**src/rtl/mvm_pkg.sv**
```systemverilog
// Shared constants, types and the rescale/saturate helper for the MVM engine.
package mvm_pkg;

    localparam int NUM_BIT    = 8;
    localparam int NUM_VECTOR = 8;
    localparam int DIM        = 8;
    localparam int FRAC_BITS  = NUM_BIT - 1;
    localparam int ACC_W      = 2 * NUM_BIT + $clog2(NUM_VECTOR);
    localparam int IDX_W      = (NUM_VECTOR > 1) ? $clog2(NUM_VECTOR) : 1;

    typedef logic signed [NUM_BIT-1:0]   elem_t;
    typedef logic signed [2*NUM_BIT-1:0] prod_t;
    typedef logic signed [ACC_W-1:0]     acc_t;
    typedef logic [IDX_W-1:0]            idx_t;

    typedef enum logic {
        ST_IDLE = 1'b0,
        ST_ACC  = 1'b1
    } state_t;

    localparam acc_t ELEM_MAX = acc_t'((2 ** (NUM_BIT - 1)) - 1);
    localparam acc_t ELEM_MIN = -ELEM_MAX - acc_t'(1);

    // Drop FRAC_BITS with an arithmetic shift (floor), then clamp to the element range.
    function automatic elem_t sat_rescale(input acc_t value);
        acc_t shifted;
        elem_t result;
        shifted = value >>> FRAC_BITS;
        if (shifted > ELEM_MAX) begin
            result = elem_t'(ELEM_MAX[NUM_BIT-1:0]);
        end else if (shifted < ELEM_MIN) begin
            result = elem_t'(ELEM_MIN[NUM_BIT-1:0]);
        end else begin
            result = elem_t'(shifted[NUM_BIT-1:0]);
        end
        return result;
    endfunction

endpackage

```
**src/rtl/mvm_mac_lane.sv**
```systemverilog
// One output lane: signed multiply-accumulate with clear, plus a saturated result register.
module mvm_mac_lane
    import mvm_pkg::*;
(
    input  logic                      clk,
    input  logic                      rst_n,
    input  logic                      clr_i,
    input  logic                      acc_i,
    input  logic                      last_i,
    input  logic signed [NUM_BIT-1:0] x_i,
    input  logic signed [NUM_BIT-1:0] w_i,
    output logic signed [NUM_BIT-1:0] y_o
);

    acc_t  acc_q;
    acc_t  sum_d;
    prod_t prod;
    elem_t y_q;

    // Full-precision product, sign-extended into the accumulator width.
    always_comb begin
        prod  = x_i * w_i;
        sum_d = acc_q + acc_t'(prod);
    end

    // Accumulate while running; the last term goes straight into the rescaled output.
    // Clear wins over accumulate so a back-to-back start resets the sum on the last cycle.
    always_ff @(posedge clk or negedge rst_n) begin
        if (!rst_n) begin
            acc_q <= '0;
            y_q   <= '0;
        end else begin
            if (clr_i) begin
                acc_q <= '0;
            end else if (acc_i) begin
                acc_q <= sum_d;
            end
            if (acc_i && last_i) begin
                y_q <= sat_rescale(sum_d);
            end
        end
    end

    assign y_o = y_q;

endmodule

```
**src/rtl/top_mvm.sv**
```systemverilog
// Sequential matrix-vector engine: one input vector per clock, DIM parallel MAC lanes.
module top_mvm
    import mvm_pkg::*;
(
    input  logic                      i_clk_topMvm,
    input  logic                      i_rst_topMvm,
    input  logic                      i_start_topMvm,
    input  logic signed [NUM_BIT-1:0] i_x_vectors [NUM_VECTOR-1:0][DIM-1:0],
    input  logic signed [NUM_BIT-1:0] i_wts [NUM_VECTOR-1:0],
    output logic signed [NUM_BIT-1:0] o_y_vector [DIM-1:0],
    output logic                      o_isAcc
);

    localparam idx_t LAST_IDX = idx_t'(NUM_VECTOR - 1);

    state_t state_q;
    idx_t   idx_q;
    logic   is_acc_q;
    logic   last_cyc;
    logic   clr;
    logic   acc_en;
    elem_t  w_sel;

    // Decode the lane controls; a start on the final cycle chains straight into a new run.
    always_comb begin
        acc_en   = (state_q == ST_ACC);
        last_cyc = acc_en && (idx_q == LAST_IDX);
        clr      = i_start_topMvm && ((state_q == ST_IDLE) || last_cyc);
        w_sel    = i_wts[idx_q];
    end

    // Control FSM with index counter and registered busy flag.
    always_ff @(posedge i_clk_topMvm or negedge i_rst_topMvm) begin
        if (!i_rst_topMvm) begin
            state_q  <= ST_IDLE;
            idx_q    <= '0;
            is_acc_q <= 1'b0;
        end else begin
            case (state_q)
                ST_IDLE: begin
                    if (i_start_topMvm) begin
                        state_q  <= ST_ACC;
                        idx_q    <= '0;
                        is_acc_q <= 1'b1;
                    end
                end
                ST_ACC: begin
                    if (idx_q == LAST_IDX) begin
                        idx_q <= '0;
                        if (i_start_topMvm) begin
                            state_q  <= ST_ACC;
                            is_acc_q <= 1'b1;
                        end else begin
                            state_q  <= ST_IDLE;
                            is_acc_q <= 1'b0;
                        end
                    end else begin
                        idx_q <= idx_q + idx_t'(1);
                    end
                end
                default: begin
                    state_q  <= ST_IDLE;
                    idx_q    <= '0;
                    is_acc_q <= 1'b0;
                end
            endcase
        end
    end

    assign o_isAcc = is_acc_q;

    generate
        for (genvar gi = 0; gi < DIM; gi++) begin : g_lane
            mvm_mac_lane u_lane (
                .clk    (i_clk_topMvm),
                .rst_n  (i_rst_topMvm),
                .clr_i  (clr),
                .acc_i  (acc_en),
                .last_i (last_cyc),
                .x_i    (i_x_vectors[idx_q][gi]),
                .w_i    (w_sel),
                .y_o    (o_y_vector[gi])
            );
        end
    endgenerate

endmodule

```
**config.mk**
```make
export PLATFORM = sky130hd
export DESIGN_NAME = top_mvm
export DESIGN_NICKNAME = d
export VERILOG_FILES = /design/src/rtl/mvm_pkg.sv /design/src/rtl/mvm_mac_lane.sv /design/src/rtl/top_mvm.sv
export SDC_FILE = /design/constraint.sdc
export NUM_CORES = 2
export LEC_CHECK = 0
export CAP_MARGIN = 30
export CORE_UTILIZATION = 25
export DETAILED_ROUTE_END_ITERATION = 10
export HOLD_SLACK_MARGIN = 0.06
export PLACE_DENSITY = 0.4
export SLEW_MARGIN = 10
export SYNTH_ARGS = -nofsm -noshare
export SYNTH_HDL_FRONTEND = slang
export SYNTH_SLANG_ARGS = --single-unit
```
**constraint.sdc**
```tcl
create_clock -name i_clk_topMvm -period 15.6 [get_ports i_clk_topMvm]
set_input_delay 2.34 -clock i_clk_topMvm [delete_from_list [all_inputs] [get_ports i_clk_topMvm]]
set_output_delay 2.34 -clock i_clk_topMvm [all_outputs]
set_load 0.03 [all_outputs]
```
==> out/qor.csv <==
metric,value,unit
antenna_found_initial,31,
dieWidth,402,um
ios,644,
nets,6127,
dieArea,162000,um2
fin_tns_setup,0,ns
drtAntennaViolNets,0,
startpoint_type,primary input,
synth_top_flop_cell,dfrtp_1,
wl_met1,71.6,mm
syn_nets,5520,
cts_resized,0,
hp-class,flop to flop,
cts_sinks,221,
dieHeight,402,um
reg2reg_depth,22,
endpoint_kind,flop,
max_freq,103,MHz
drv_slew,0,
start_util,25.3,%
syn_area_per_cell,10.2,um2
rsz0062_at_grt,false,
route.met3.wl,7.55,mm
synth_top_cell_area_share,33.6,%
hold_depth,2,
fin_crit,9.67,ns
multi_input_area,31300,um2
gp_congestion,0.880,
finalSetupViolations,0,
path_clk_slew,0.06,ns
hpwlAfterDp,129,mm
synthDistinctLibCells,78,
drt_iter0_markers,1770,
path_max_fanout,56,
num_vias,31000,
first_pass_iters,6,
cp.arrival,10.19,ns
ys_ff_latch,221,
drv_cap,0,
postCtsSetupBuffers,0,
worstMarginPinSlew,1.00,ns
vias_per_cell,4.68,
synth-warning-count,0,
fillCellCount,16400,
synth_top_area_cell,fa_1,
rows,146,
async_flop_share,100,%
hold_viol,0,
syn-cell-area,40100,um2
drt-total-wl,156,mm
clock_path_buffers,3,
clkLatencyLatePin,0.62,ns
grt_pass1_wl,233,mm
cts_buffers,37,
grt-ovfl-total,0,
critPathLaunch,i_wts[59],
hold_buffers,0,
synth.most_common_cell,inv_1,
synth_common_cells,"739 x inv_1, 672 x fa_1, 442 x nor2_1",
fin_hold_ws,0.479,ns
final_area,50600,um2
status,"complete, no violations",
r2r-start,idx_q[1]$_DFFE_PN0P_,
yosysSeqAreaShare,13.8,%
track_usage,19.6,%
min_from,g_lane[6].u_lane.acc_q[6]$_DFFE_PN0P_,
wl_per_cell,23.6,um
grt_max_degree,91,
cts_root_buf,clkbuf_16,
syn_inst,3915,
crit_required,16.12,ns
grt_pass1_vias,33800,
fin_crit_sh,62.0,%
dpl_cell_area,49300,um2
syn2layout_area_growth,26.2,%
top_layer_used,met5,
cts_max_level,2,
final-seq-area,5540,um2
layout-drive-gt1-share,8.53,%
cts_tree,yes,
finalClockSkew,0.0247,ns
portBuffers,643,
core,159000,um2
relSlewSlack,31.3,%
drc,0,
path_class,primary input to flop,
synth_edf_count,0,
synth_top_cells_by_area,"fa_1 34%, dfrtp_1 14%, ha_1 11%",
met2_length,73.9,mm
-- through the flow --
| stage | std cells | setup WS, ns | utilization, % |
|---|---|---|---|
| floorplan | 3915 | 6.62 | - |
| global placement | 6549 | 5.42 | 31.0 |
| detailed placement | 6554 | 5.35 | 31.0 |
| CTS | 6618 | 5.97 | 31.8 |
| global route | 6620 | 5.53 | 31.9 |
| finish | 6629 | 5.93 | 31.9 |
-- kinds of logic (layout without fill, tap and decap cells) --
family | count (synthesis) | after routing | share of synthesized area [%]
DFF | 221 | 221 | 13.8
buffers and inverters | 887 | 1519 | 8.31
AOI/OAI and AO/OA | 510 | 510 | 9.43
xor gates and xnor gates | 148 | 148 | 3.34
muxes | 268 | 268 | 11.3
and+or+nand+nor | 855 | 855 | 9.20
adders and majority gates | 1026 | 1026 | 44.6
other | 0 | 10 | 0
-- flip-flops by register name, indices dropped and copies added (netlist names) --
register and flops:
acc_en 1, g_lane.u_lane.acc_q 152, g_lane.u_lane.y_o 64, idx_q 3
o_isAcc 1
-- worst max-delay path, cell delays in order --
cell and delay (ns):
clkdlybuf4s50_1 0.48, mux4_2 0.53, mux2i_4 0.41, buf_4 0.74, nand2b_1 0.23, fa_1 0.45, fa_1 0.55, inv_1 0.06
fa_1 0.46, fa_1 0.53, fa_1 0.42, ha_1 0.35, o21ai_0 0.25, o21ai_0 0.20, a221oi_1 0.86, o21ai_1 0.16
nor3_1 0.42, nand4_1 0.37, o221ai_1 0.31
-- worst paths after layout --
| path | endpoint | slack (ns) |
|---|---|---|
| max | g_lane[3].u_lane.y_o[6]$_DFFE_PN0P_ | 5.93 |
| min | g_lane[6].u_lane.acc_q[6]$_DFFE_PN0P_ | 0.48 |
| max reg2reg | g_lane[6].u_lane.y_o[2]$_DFFE_PN0P_ | 6.22 |
| min reg2reg | g_lane[6].u_lane.acc_q[6]$_DFFE_PN0P_ | 0.48 |
| max in group asynchronous | idx_q[1]$_DFFE_PN0P_ | 11.72 |
| min in group asynchronous | g_lane[6].u_lane.y_o[7]$_DFFE_PN0P_ | 1.73 |
-- placed cells by master, fill, tap and decap left out, types with 74 or more instances in the layout --
| cell | instances |
|---|---|
| a22o_1 | 102 |
| dfrtp_1 | 218 |
| xnor2_1 | 103 |
| mux4_2 | 144 |
| ha_1 | 354 |
| fa_1 | 672 |
| nand2_1 | 217 |
| inv_1 | 739 |
| mux2i_1 | 74 |
| clkdlybuf4s50_1 | 642 |
| nor2_1 | 441 |
| o21ai_0 | 96 |
-- layout make-up --
| type | count | share of cell area, % |
|---|---|---|
| Clock buffer | 44 | 1.96 |
| Tap cell | 2072 | 5.12 |
| Multi-Input combinational cell | 2807 | 62.0 |
| Sequential cell | 221 | 11.0 |
| Antenna cell | 10 | 0.0495 |
| Clock inverter | 20 | 0.569 |
| Inverter | 739 | 5.48 |
| Timing Repair Buffer | 716 | 13.9 |
-- metal layers --
metal / track usage, % / vias to the layer above
li1: - / 14100
met1: 26.9 / 16100
met2: 32.5 / 736
met3: 3.03 / 123
met4: 4.05 / 14
met5: 0 / -
Power is not shown: default switching activity piles up to over one toggle a cycle in this logic, so the estimate is an artifact.
